==> src/rtl/disp_mux_7seg.sv <==
// disp_mux_7seg: time-multiplexes the units and tens 7-segment patterns onto
// a shared active-low cathode bus, one anode at a time, with blank gap phases
// between digits and a one-cycle frame_tick at the end of each refresh frame.
// Optional feature macro: LEADING_ZERO_BLANK_EN blanks the tens digit when its
// captured pattern is '0'.
// There is no valid/ready handshake: the segment inputs are sampled only on
// the edge that enters the matching SHOW state, and the outputs are refreshed
// every clock. state_dbg exposes the FSM state (0=SHOW_U,1=GAP_U,2=SHOW_T,
// 3=GAP_T) for checkers.
module disp_mux_7seg #(
  parameter int DIGIT_CYCLES = 100_000,
  parameter int GAP_CYCLES   = 1_000
) (
  input  logic       reloj,
  input  logic       rst_n,
  input  logic [6:0] segU_in,
  input  logic [6:0] segD_in,
  output logic [6:0] seg_out,
  output logic [3:0] an_out,
  output logic       dp_out,
  output logic       frame_tick,
  output logic [1:0] state_dbg
);

  localparam int MAX_LEN = (DIGIT_CYCLES > GAP_CYCLES) ? DIGIT_CYCLES : GAP_CYCLES;
  localparam int CW      = (MAX_LEN > 1) ? $clog2(MAX_LEN) : 1;

  localparam logic [CW-1:0] D_LAST = CW'(DIGIT_CYCLES - 1);
  localparam logic [CW-1:0] G_LAST = CW'((GAP_CYCLES > 0) ? (GAP_CYCLES - 1) : 0);

  localparam logic [6:0] SEG_OFF  = 7'h7F;
  localparam logic [6:0] SEG_ZERO = 7'b1000000;

`ifdef LEADING_ZERO_BLANK_EN
  localparam logic TENS_BLANK_EN = 1'b1;
`else
  localparam logic TENS_BLANK_EN = 1'b0;
`endif

  typedef enum logic [1:0] {
    SHOW_U = 2'd0,
    GAP_U  = 2'd1,
    SHOW_T = 2'd2,
    GAP_T  = 2'd3
  } state_t;

  state_t        state, state_n;
  logic [CW-1:0] cnt, cnt_n;
  logic [6:0]    hold, hold_n;
  logic          boot, boot_n;
  logic [6:0]    seg_n;
  logic [3:0]    an_n;
  logic          tick_n;

  // Next-state, next-counter and next-output decode; outputs are then
  // registered so they reflect the state being entered on the same edge.
  always_comb begin
    state_n = state;
    cnt_n   = cnt + 1'b1;
    hold_n  = hold;
    seg_n   = SEG_OFF;
    an_n    = 4'b1111;
    tick_n  = 1'b0;

    case (state)
      SHOW_U: begin
        if (cnt == D_LAST) begin
          cnt_n = '0;
          if (GAP_CYCLES == 0) begin
            state_n = SHOW_T;
            hold_n  = segD_in;
          end else begin
            state_n = GAP_U;
          end
        end
      end
      GAP_U: begin
        if (cnt == G_LAST) begin
          cnt_n   = '0;
          state_n = SHOW_T;
          hold_n  = segD_in;
        end
      end
      SHOW_T: begin
        if (cnt == D_LAST) begin
          cnt_n = '0;
          if (GAP_CYCLES == 0) begin
            state_n = SHOW_U;
            hold_n  = segU_in;
          end else begin
            state_n = GAP_T;
          end
        end
      end
      default: begin
        if ((GAP_CYCLES == 0) || (cnt == G_LAST)) begin
          cnt_n   = '0;
          state_n = SHOW_U;
          hold_n  = segU_in;
        end
      end
    endcase

    // The blank phase straight out of reset is not a frame end.
    boot_n = boot && (state_n != SHOW_U);

    case (state_n)
      SHOW_U: begin
        an_n  = 4'b1110;
        seg_n = hold_n;
      end
      SHOW_T: begin
        if (!(TENS_BLANK_EN && (hold_n == SEG_ZERO))) begin
          an_n  = 4'b1101;
          seg_n = hold_n;
        end
      end
      default: begin
        an_n  = 4'b1111;
        seg_n = SEG_OFF;
      end
    endcase

    if (GAP_CYCLES == 0) begin
      tick_n = (state_n == SHOW_T) && (cnt_n == D_LAST);
    end else begin
      tick_n = (state_n == GAP_T) && (cnt_n == G_LAST) && !boot_n;
    end
  end

  // State, phase counter, hold register and registered outputs.
  always_ff @(posedge reloj or negedge rst_n) begin
    if (!rst_n) begin
      state      <= GAP_T;
      cnt        <= '0;
      hold       <= SEG_OFF;
      boot       <= 1'b1;
      seg_out    <= SEG_OFF;
      an_out     <= 4'b1111;
      frame_tick <= 1'b0;
    end else begin
      state      <= state_n;
      cnt        <= cnt_n;
      hold       <= hold_n;
      boot       <= boot_n;
      seg_out    <= seg_n;
      an_out     <= an_n;
      frame_tick <= tick_n;
    end
  end

  assign dp_out    = 1'b1;
  assign state_dbg = state;

endmodule

==> config.mk <==
export PLATFORM = sky130hd
export DESIGN_NAME = disp_mux_7seg
export DESIGN_NICKNAME = d
export VERILOG_FILES = /design/src/rtl/disp_mux_7seg.sv
export SDC_FILE = /design/constraint.sdc
export NUM_CORES = 1
export LEC_CHECK = 0
export BUFFER_PORTS_ARGS = -buffer_cell sky130_fd_sc_hd__buf_2
export CAP_MARGIN = 25
export CORE_MARGIN = 3
export CORE_UTILIZATION = 30
export CTS_CLUSTER_DIAMETER = 60
export DETAILED_ROUTE_END_ITERATION = 12
export HOLD_SLACK_MARGIN = 0.03
export PLACE_DENSITY = 0.53
export SKIP_LAST_GASP = 1
export SYNTH_ARGS = -nofsm -noshare
export SYNTH_HDL_FRONTEND = slang
export SYNTH_SLANG_ARGS = --single-unit
==> constraint.sdc <==
create_clock -name reloj -period 2.6 [get_ports reloj]
set_input_delay 0.78 -clock reloj [delete_from_list [all_inputs] [get_ports reloj]]
set_output_delay 0.78 -clock reloj [all_outputs]
set_load 0.005 [all_outputs]
# After elaboration in Yosys (flattened, before gate mapping)
# Cells that the tools add are included.
# op_classes
n_eq_ne	7
addsub	1
muxes	13
reduce_logical	9
# ops
operator	count
$mux 17	3
$eq 17x10->1 const B	2
$mux 7	3
$add 17x1->17 const B	1
$eq 17x17->1 const B	1
$pmux 7 s2	1
$mux 2	4
$eq 2x2->1 const B	3
$pmux 2 s3	1
$logic_not 2->1	2
$pmux 2 s2	1
$reduce_or 2->1	2
$logic_and 1x1->1	3
$eq 2x1->1 const B	1
$reduce_bool 2->1	1
$logic_not 1->1	1
# totals
output_inout_bits	15
word_cells	37
in_bits	16
ff_bits	39

# Logic depth before layout (Yosys ltp)
# Gate-level depths: netlist (run 1).
# depth
ltp_word	7
mapped_depth	8
depth_no_buf	6

# Worst setup path after synthesis (run 1)
# No wires, ideal clock.
# synth_path
kind	reg-to-reg
from	reg cnt[10]
to	reg seg_out[0]
setup_slack_ps	696
setup_time_ps	88
path_stages_with_launch	8
synth_period_minus_slack_ps	1904
t_required_ps	2512
t_arrival_ps	1816
n_path_buf	2
path_cell_list	dfrtp_1 > buf_6 > nor4_1 > and4_1 > nand4_2 > buf_6 > mux2_4 > or3_1
# synth_via
word_cells_on_any_way	14
classes_between	3 x eq/ne; 9 x mux; 2 x reduce/logical
# synth_lines
element	line_no	rtl
from (decl)	48	logic [CW-1:0] cnt, cnt_n;
from (signal assigned)	143	cnt <= cnt_n;
$eq 17x10->1 (*)	78, 96	
$mux 7, on equally long branches	96, 78	
$pmux 7 s2 (*)	65	case (state)
named net hold_n[0]	49	logic [6:0] hold, hold_n;
$mux 7 (*)	n/a	
named net seg_n[0]	51	logic [6:0] seg_n;
to (signal assigned)	146	seg_out <= seg_n;
to (decl)	18	output logic [6:0] seg_out,
# The timed path passes the listed nets; every way through them passes the cells marked *.

# Final worst setup path (run 1)
# layout_path
from	reg cnt[15]
to	reg seg_out[4]
# Same word-level chain as after synthesis.

==> flow_metrics.env, run 1 <==
export IMPL_setup_tns_ps=0
export IMPL_maxSlewViolCount=0
export IMPL_synthCells=162
export IMPL_synthFlopType="dfstp_2"
export IMPL_cts_max_level=2
export IMPL_p_int_uw=893
export IMPL_fp_row_count=27
export IMPL_die_x_um=84.1
export IMPL_fp_dieH_um=84.1
export IMPL_place_hpwl_mm=2.47
export IMPL_setup_viol_count_final=0
export IMPL_switching_share_pct=21.2
export IMPL_peakVddDrop_uv=206
export IMPL_slew_headroom_pct=46.7
export IMPL_rsz0062_at_grt="no"
export IMPL_ys_ff_latch=37
export IMPL_syn_avg_cell_area_um2=11.3
export IMPL_power_switching_uw=240
export IMPL_cts_tree="built"
export IMPL_leakage_uw=0.000966
export IMPL_crit_path_end_kind="register"
export IMPL_power_frac_clock_pct=43.2
export IMPL_ff2ff_setup_slack_ps=280
export IMPL_drive_gt1_share_pct=40.4
export IMPL_pin_count=31
export IMPL_area_growth_synth_to_final_pct=16.7
export IMPL_synth_top_area_share_pct=27.3
export IMPL_nets=209
export IMPL_clock_skew_final_ps=6.13
export IMPL_cts_root_buf="clkbuf_8"
export IMPL_yosysSeqAreaShare_pct=51.9
export IMPL_numCtsBuffers=5
export IMPL_grt_pass1_wl_mm=6.24
export IMPL_cts_setup_buffers=0
export IMPL_cts_hold_buf=0
export IMPL_path_clk_slew_ps=80
export IMPL_grt_pass1_vias=1316
export IMPL_post_drt_wl_per_cell_um=13.8
export IMPL_finalHoldViolCount=0
export IMPL_final_cells=265
export IMPL_start_util_pct=32.1
export IMPL_min_period_ps=2320
export IMPL_cts_buffer_depth=2
export IMPL_num_vias=1288
export IMPL_hp_class="reg2reg"
export IMPL_clock_sinks=37
export IMPL_p_comb_share_pct=4.1
export IMPL_cp_required_ps=2810
export IMPL_overflow=0
export IMPL_fin_crit_sh_pct=89.1
export IMPL_yosysUniqueCellTypes=36
export IMPL_dr_pass1_iters=4
export IMPL_worst_slew_pin_slew_ps=799
export IMPL_syn_cell_area_mm2=0.00183
export IMPL_post_synth_top_area_cell="dfstp_2"
export IMPL_cp_start_kind="register"
export IMPL_critical_path_arrival_ps=2530
export IMPL_grtUsageTotal_pct=11.1
export IMPL_grt_max_degree=38
export IMPL_drt_iter0_drc=22
export IMPL_power_density_mw_per_mm2=530
export IMPL_timing_fmax_mhz=432
export IMPL_ys_async_sr_fraction_pct=100
export IMPL_dp_cells=257
export IMPL_cp_max_fo=11
export IMPL_timing_rr_end="seg_out[4]"
export IMPL_die_area_mm2=0.00708
export IMPL_status="finished clean"
export IMPL_critPathLaunch="cnt[15]"
export IMPL_maxCapViolCount=0
export IMPL_via_per_inst=4.86
export IMPL_r2r_start="cnt[15]"
export IMPL_antenna_left=0
export IMPL_reg2reg_depth=5
export IMPL_total_power_uw=1130
export IMPL_diodes=0
export IMPL_place_congestion=0.827
export IMPL_yosysWarnings=0
export IMPL_final_area_mm2=0.00214
export IMPL_finalWirelength_mm=3.65
export IMPL_cts_resized=0
export IMPL_clk_latency_ps=290
export IMPL_placed_cell_area_mm2=0.00202
export IMPL_seqPwrFrac_pct=52.7
export IMPL_synth_edf_count=0
export IMPL_synth_area_leaders="dfstp_2 27%, dfrtp_1 25%, mux2_2 5.5%"
export IMPL_coreArea_mm2=0.00571
export IMPL_antenna_found_initial=0
export IMPL_crit_path_end="seg_out[4]"
export IMPL_io_buffers=27
export IMPL_worstSetupPathType="reg2reg"
export IMPL_drc=0
## cell usage after synthesis, types with 2 or more instances
cell      instances
nand2_1           9
inv_1             6
and3_1            2
buf_6             2
nand4_1           8
nor4_1            5
xnor2_1          11
or3_1             9
nor3_1            4
clkbuf_1          2
mux2_4            6
nor3b_1           2
nand3_1           3
a21oi_1           2
dfstp_2          19
and4_1            3
nor2_1           13
nor2_2            2
or2_2             3
buf_4             4
xor2_1            5
o22ai_1           2
nor2b_1           2
mux2_2            9
dfrtp_1          18
## metal layers
| metal | GRT usage (%) | vias to the layer above | share of wire (%) |
|---|---|---|---|
| met1 | 14.2 | 620 | 48 |
| met3 | 3.16 | 5 | 5.8 |
| li1 | - | 621 | - |
| met4 | 3.95 | 0 | 1.2 |
| met5 | 0 | - | 0 |
| met2 | 17.8 | 42 | 46 |
## kinds of logic (layout without fill, tap and decap cells)
group | Yosys count | in the layout | share of synthesized area, %
AO/OA/AOI/OAI | 8 | 8 | 3.08
XOR/XNOR | 16 | 16 | 7.66
adder cells (fa/ha/maj) | 1 | 1 | 0.683
buffers and inverters | 15 | 44 | 4.78
flip-flops | 37 | 37 | 51.9
multiplexers | 15 | 15 | 10.5
other | 1 | 3 | 0.205
AND/OR/NAND/NOR | 69 | 69 | 21.3
## cells in the final DEF (no fill, tap or decap), drive strengths merged
cell type / n
a21boi: 1
nor3: 4
nor2b: 2
inv: 6
and4: 3
o22ai: 2
dfrtp: 18
a21oi: 2
clkinvlp: 1
or2b: 1
clkbuf: 7
conb: 3
buf: 30
nor2: 15
nor4b: 1
mux2: 15
o2111a: 1
or3: 9
xnor2: 11
nand4: 9
dfstp: 19
and3: 2
or2: 3
o2111ai: 1
xor2: 5
nor3b: 2
nor4: 5
ha: 1
nand2: 9
nand3: 3
nand3b: 1
a31oi: 1
## critical path, cell delays in order, from the launching register on
cell and delay [ps]:
dfrtp_1 460, nor4_1 290, and4_1 290, nand4_2 430, mux2_4 450, or3_1 310
## how the worst min path moves through the flow
stage                     startpoint    to  depth (start not counted)
after global routing            boot  boot                          1
final                           boot  boot                          1
after floorplan                 boot  boot                          1
after CTS                       boot  boot                          1
after detailed placement        boot  boot                          1
after global placement          boot  boot                          1
## sequential cells by signal, summed over array words and instances, names as in the netlist
name,count
frame_tick,1
an_out,2
boot,1
state_dbg,2
cnt,17
seg_out,7
hold,7
## stage by stage
step | util [%] | hold slack [ps] | setup slack (ps)
final | 37.4 | 488 | 284
after detailed placement | 35.4 | 480 | 281
after global placement | 35.4 | 476 | 285
after floorplan | - | 463 | 696
after CTS | 37.4 | 492 | 280
after global routing | 37.4 | 503 | 129
## power groups by stage
stage / Combinational, uW / Sequential [uW] / Clock [uW]
global route: 53.3 / 598 / 530
finish: 46.6 / 597 / 489
global placement: 47.7 / 607 / 0
CTS: 48.4 / 597 / 506
detailed placement: 48.1 / 608 / 0
floorplan: 21.1 / 609 / 0
## area by class of cell
class / instances / area [um2]
inverters: 6 / 22.5
clock buffers: 7 / 108
clock inverters: 1 / 7.51
multi-input cells: 112 / 801
well taps: 72 / 90.1
repair buffers: 30 / 158
flip-flops and latches: 37 / 950
fillers: 577 / 3570
(Power assumes the default switching activity.)
==> run 2, diff against run 1 <==
Settings changed: PLACE_DENSITY 0.53 to 0.55.
Clock period 2.6 ns to 1.9 ns, I/O delays scaled along.
==> run 2 against run 1 <==
The run now ends with negative setup slack left. Clock power is 7.8% higher. Clock skew is 1.7 ps lower. Via count is 4.8% higher. Total power is 25% higher. Critical path depth is 1 higher. Final cell count is 9.8% higher. Sequential share of layout area is 4.2 points lower. Flip-flop and latch count stayed put. Wire length is 8.7% higher. Utilization is 3.9 points higher. Largest cell class unchanged. Largest power group unchanged.
==> flow_metrics.env, run 2 (same netlist as run 1, synthesis figures left out) <==
export IMPL_status="complete, but fails checks"
export IMPL_violations="negative setup slack"
export IMPL_fp_row_count=27
export IMPL_layout_setup_ws_ps=-21.0
export IMPL_crit_buf_inv=1
export IMPL_drc=0
export IMPL_overflow=0
export IMPL_crit_path_end_kind="register"
export IMPL_post_drt_wl_per_cell_um=13.6
export IMPL_grtUsageTotal_pct=12.0
export IMPL_die_area_mm2=0.00708
export IMPL_cpMaxStageDelayCell="dfrtp_1"
export IMPL_use_met3_pct=2.96
export IMPL_clock_sinks=37
export IMPL_largest_reg_flops=17
export IMPL_coreArea_mm2=0.00571
export IMPL_regMostFlops="cnt"
export IMPL_finalWirelength_mm=3.96
export IMPL_diodes=0
export IMPL_dr_pass1_iters=4
export IMPL_grt_pass1_wl_mm=6.79
export IMPL_setup_viol_count_final=6
export IMPL_maxCapViolCount=0
export IMPL_numCtsBuffers=5
export IMPL_placed_cell_area_mm2=0.00222
export IMPL_cts_buffer_depth=2
export IMPL_antenna_found_initial=0
export IMPL_start_util_pct=32.1
export IMPL_leakage_uw=0.00111
export IMPL_setup_tns_ps=-69.5
export IMPL_finalHoldViolCount=0
export IMPL_place_congestion=0.769
export IMPL_die_x_um=84.1
export IMPL_path_clk_slew_ps=70
export IMPL_cts_max_level=2
export IMPL_fin_crit_sh_pct=101
export IMPL_drt_iter0_drc=57
export IMPL_fp_dieH_um=84.1
export IMPL_grt_pass1_vias=1405
export IMPL_drive_gt1_share_pct=49.8
export IMPL_maxSlewViolCount=0
export IMPL_worstSetupPathType="reg2reg"
export IMPL_area_growth_synth_to_final_pct=28.8
export IMPL_cp_required_ps=2110
export IMPL_pin_count=31
export IMPL_timing_fmax_mhz=521
export IMPL_cts_hold_buf=0
export IMPL_final_cell_mix="28 x buf_4, 27 x buf_2, 19 x dfstp_2, 18 x dfrtp_1, 13 x nor2_1"
export IMPL_final_common_cell="buf_4"
export IMPL_cts_tree="built"
export IMPL_grt_met2_usage_pct=18.6
export IMPL_power_density_mw_per_mm2=600
export IMPL_num_vias=1350
export IMPL_nets=235
export IMPL_antenna_left=0
export IMPL_max_stage_delay_ps=400
export IMPL_peakVddDrop_uv=364
export IMPL_final_area_mm2=0.00236
export IMPL_min_period_ps=1920
export IMPL_critical_path_arrival_ps=2130
export IMPL_nFillCells=552
export IMPL_place_hpwl_mm=2.89
export IMPL_grt_max_degree=22
export IMPL_fin_hold_ws_ps=203
export IMPL_clk_latency_ps=280
export IMPL_cp_start_kind="register"
export IMPL_cts_root_buf="clkbuf_8"
export IMPL_grt_util_met1_pct=16.1
export IMPL_clock_skew_final_ps=4.45
export IMPL_cp_max_fo=5
export IMPL_via_per_inst=4.64
export IMPL_fin_util_pct=41.3
export IMPL_top_regs="cnt (17), hold (7), seg_out (7)"
export IMPL_crit_family="simple AND/OR/NAND/NOR gates"
export IMPL_hp_class="in2async"
export IMPL_grt_busiest_layer="met2"
export IMPL_crit_chain="nor4_2 -> and4_1 -> nand4_2 -> buf_4 -> mux2_4 -> or3_1"
export IMPL_io_buffers=27
export IMPL_rsz0062_at_grt="yes"
==> run 2: changes by cell type in the layout (fill, tap and decap cells not counted), sizes merged <==
cell      change
buf          +26
clkinv        +2
clkbuf        -1
clkinvlp      -1
==> run 2: layer usage <==
layer,vias up,part of all wire [%]
met1,653,48
li1,675,-
met5,-,0
met2,17,48
met4,0,1.3
met3,5,2.8
==> run 2: area by class of cell <==
class	instances	area [um2]	share of cell area, %
Tap cell	72	90.1	3.82
Timing Repair Buffer	56	365	15.5
Clock inverter	2	10.0	0.424
Clock buffer	6	72.6	3.08
Inverter	6	22.5	0.955
Sequential cell	37	950	40.3
Multi-Input combinational cell	112	848	36.0
==> run 2: report_power, final <==
group / internal (uW) / switching [uW] / leakage [uW] / total [uW]
clock: 254 / 273 / 0.0000450 / 527
combinational: 37.5 / 31.8 / 0.000630 / 69.3
sequential: 815 / 3.58 / 0.000436 / 818
total: 1110 / 308 / 0.00111 / 1410
==> run 2: through the flow <==
stage	power [uW]	setup WS, ps	instances
5_1_grt	1490	-131	291
4_1_cts	1450	5.25	291
2_1_floorplan	862	8.00	164
6_report	1410	-21.0	291
3_5_place_dp	903	-34.0	282
3_3_place_gp	902	-57.2	282
==> run 2: timing repair <==
| item | CTS | global route |
|---|---|---|
| buffers inserted | 1 | 0 |
| gates resized for setup | 3 | 6 |
| endpoints found under the setup margin | 8 | 11 |
| pin swaps | 1 | 1 |
==> run 2: worst paths after layout <==
| check | start | end | slack [ps] | cells past startpoint |
|---|---|---|---|---|
| worst max-delay path | cnt[10] | seg_out[3] | -20 | 6 |
| worst min-delay path | rst_n | frame_tick | 200 | 1 |
| worst max register to register | cnt[10] | seg_out[3] | -20 | 6 |
| worst min register to register | boot | boot | 490 | 1 |
| max in group asynchronous | rst_n | hold[6] | 1170 | 2 |
| min in group reloj | boot | boot | 490 | 1 |
==> run 2: worst register-to-register path: stages (launching register included) <==
cell and delay [ps]:
dfrtp_1 400, nor4_2 280, and4_1 280, nand4_2 100
buf_4 180, mux2_4 300, or3_1 310
==> run 3, diff against run 2 <==
Settings changed: CORE_ASPECT_RATIO set to 2.
==> run 3 against run 2 <==
The flow now finishes without violations. Clock skew rose by 0.95 ps. Combinational power rose by 2%. Utilization barely moved. Flip-flop and latch count did not move. Sequential power barely moved. Worst setup slack improved by 24 ps. Maximum frequency rose by 1.3%. Largest cell class unchanged. Largest power group is now the clock network.
==> flow_metrics.env, run 3 (same netlist as run 1, synthesis figures left out) <==
export IMPL_antenna_left=0
export IMPL_cp_start_kind="register"
export IMPL_grt_pass1_wl_mm=6.88
export IMPL_post_drt_wl_per_cell_um=15.2
export IMPL_cts_root_buf="clkbuf_16"
export IMPL_rsz0062_at_grt="yes"
export IMPL_critical_path_arrival_ps=2100
export IMPL_layout_setup_ws_ps=2.91
export IMPL_top_regs="cnt (17), hold (7), seg_out (7)"
export IMPL_numCtsBuffers=5
export IMPL_dr_pass1_iters=4
export IMPL_antenna_found_initial=0
export IMPL_fp_row_count=39
export IMPL_io_buffers=27
export IMPL_peakVddDrop_uv=385
export IMPL_cts_buffer_depth=2
export IMPL_fp_dieH_um=116
export IMPL_crit_path_end_kind="register"
export IMPL_dp_cells=269
export IMPL_die_area_mm2=0.00713
export IMPL_num_vias=1408
export IMPL_clock_sinks=37
export IMPL_finalHoldViolCount=0
export IMPL_maxCapViolCount=0
export IMPL_die_x_um=61.2
export IMPL_maxSlewViolCount=0
export IMPL_path_clk_slew_ps=60
export IMPL_cts_tree="built"
export IMPL_clock_skew_final_ps=5.40
export IMPL_grt_pass1_vias=1465
export IMPL_placed_cell_area_mm2=0.00220
export IMPL_place_congestion=0.810
export IMPL_grt_max_degree=22
export IMPL_worstSetupPathType="reg2reg"
export IMPL_regMostFlops="cnt"
export IMPL_drc=0
export IMPL_leakage_uw=0.00112
export IMPL_final_cells=278
export IMPL_via_per_inst=5.06
export IMPL_place_hpwl_mm=3.33
export IMPL_clk_latency_ps=280
export IMPL_pin_count=31
export IMPL_overflow=0
export IMPL_fin_hold_ws_ps=230
export IMPL_cp_required_ps=2100
export IMPL_timing_fmax_mhz=527
export IMPL_cp_max_fo=5
export IMPL_min_period_ps=1900
export IMPL_coreArea_mm2=0.00581
export IMPL_nets=233
export IMPL_largest_reg_flops=17
export IMPL_drt_iter0_drc=45
export IMPL_setup_viol_count_final=0
export IMPL_diodes=0
export IMPL_final_cell_mix="27 x buf_2, 23 x buf_4, 19 x dfstp_2, 18 x dfrtp_1, 13 x nor2_1"
export IMPL_final_area_mm2=0.00240
export IMPL_cts_max_level=2
export IMPL_final_common_cell="buf_2"
export IMPL_fin_util_pct=41.3
export IMPL_start_util_pct=31.5
export IMPL_pre_cts_slack_ps=-39.5
export IMPL_power_density_mw_per_mm2=727
export IMPL_status="finished clean"
export IMPL_drive_gt1_share_pct=48.8
export IMPL_fin_crit_sh_pct=99.8
export IMPL_hp_class="in2async"
export IMPL_finalWirelength_mm=4.23
export IMPL_cts_hold_buf=0
export IMPL_area_growth_synth_to_final_pct=31.1
export IMPL_grtUsageTotal_pct=13.2
-- run 3: changes by cell type in the layout (fill, tap and decap cells not counted), moves of 2 or more --
cell / before / now
clkbuf_16: 0 / 5
buf_6: 0 / 2
buf_4: 28 / 23
clkbuf_8: 5 / 2
nor4_1: 2 / 4
-- run 3: cell type report --
type / count / area, um2
inverter: 6 / 22.5
timing repair buffer: 54 / 370
fill: 561 / 3410
clock buffer: 7 / 153
tap: 61 / 76.3
multi-input combinational: 112 / 823
clock inverter: 1 / 5.00
sequential: 37 / 950
-- run 3: report_power, final --
part	leakage [uW]	internal, uW	switching, uW
clock network	0.0000799	555	298
logic	0.000608	38.4	32.2
registers	0.000436	816	4.23
total	0.00112	1410	335
-- run 3: worst max-delay path: stages, from the launching register on --
cell and delay (ps):
dfrtp_1 370, or3_4 410, nor2_4 130, nand4_2 130, buf_6 160, mux2_4 300, or3_4 320
-- run 3: worst paths after layout --
path	slack [ps]	from	end	cells past startpoint
min reg2reg	480	boot	boot	1
max in group asynchronous	1140	rst_n	state_dbg[1]	2
max	3	cnt[11]	seg_out[5]	6
min	230	rst_n	cnt[3]	1
min in group reloj	480	boot	boot	1
max reg2reg	3	cnt[11]	seg_out[5]	6
-- run 3: repair_timing --
item                                    4_1_cts  5_1_grt
pin swaps                                     1        2
endpoints found under the setup margin        7       11
hold endpoints to repair                      0        0
setup buffers                                 1        0
gates resized for setup                       3        4
-- run 3: metal layers --
layer | global-route usage, % | part of all wire [%] | vias up
li1 | - | - | 671
met1 | 11.9 | 32 | 683
met2 | 24.7 | 59 | 41
met3 | 3.54 | 4.6 | 13
met4 | 7.24 | 4.0 | 0
met5 | 0 | 0 | -
-- run 3: through the flow --
step,setup TNS (ps),power [uW]
after floorplan,0,862
after global placement,-113,902
after detailed placement,-128,904
after CTS,0,1770
after global routing,-274,1800
final,0,1740
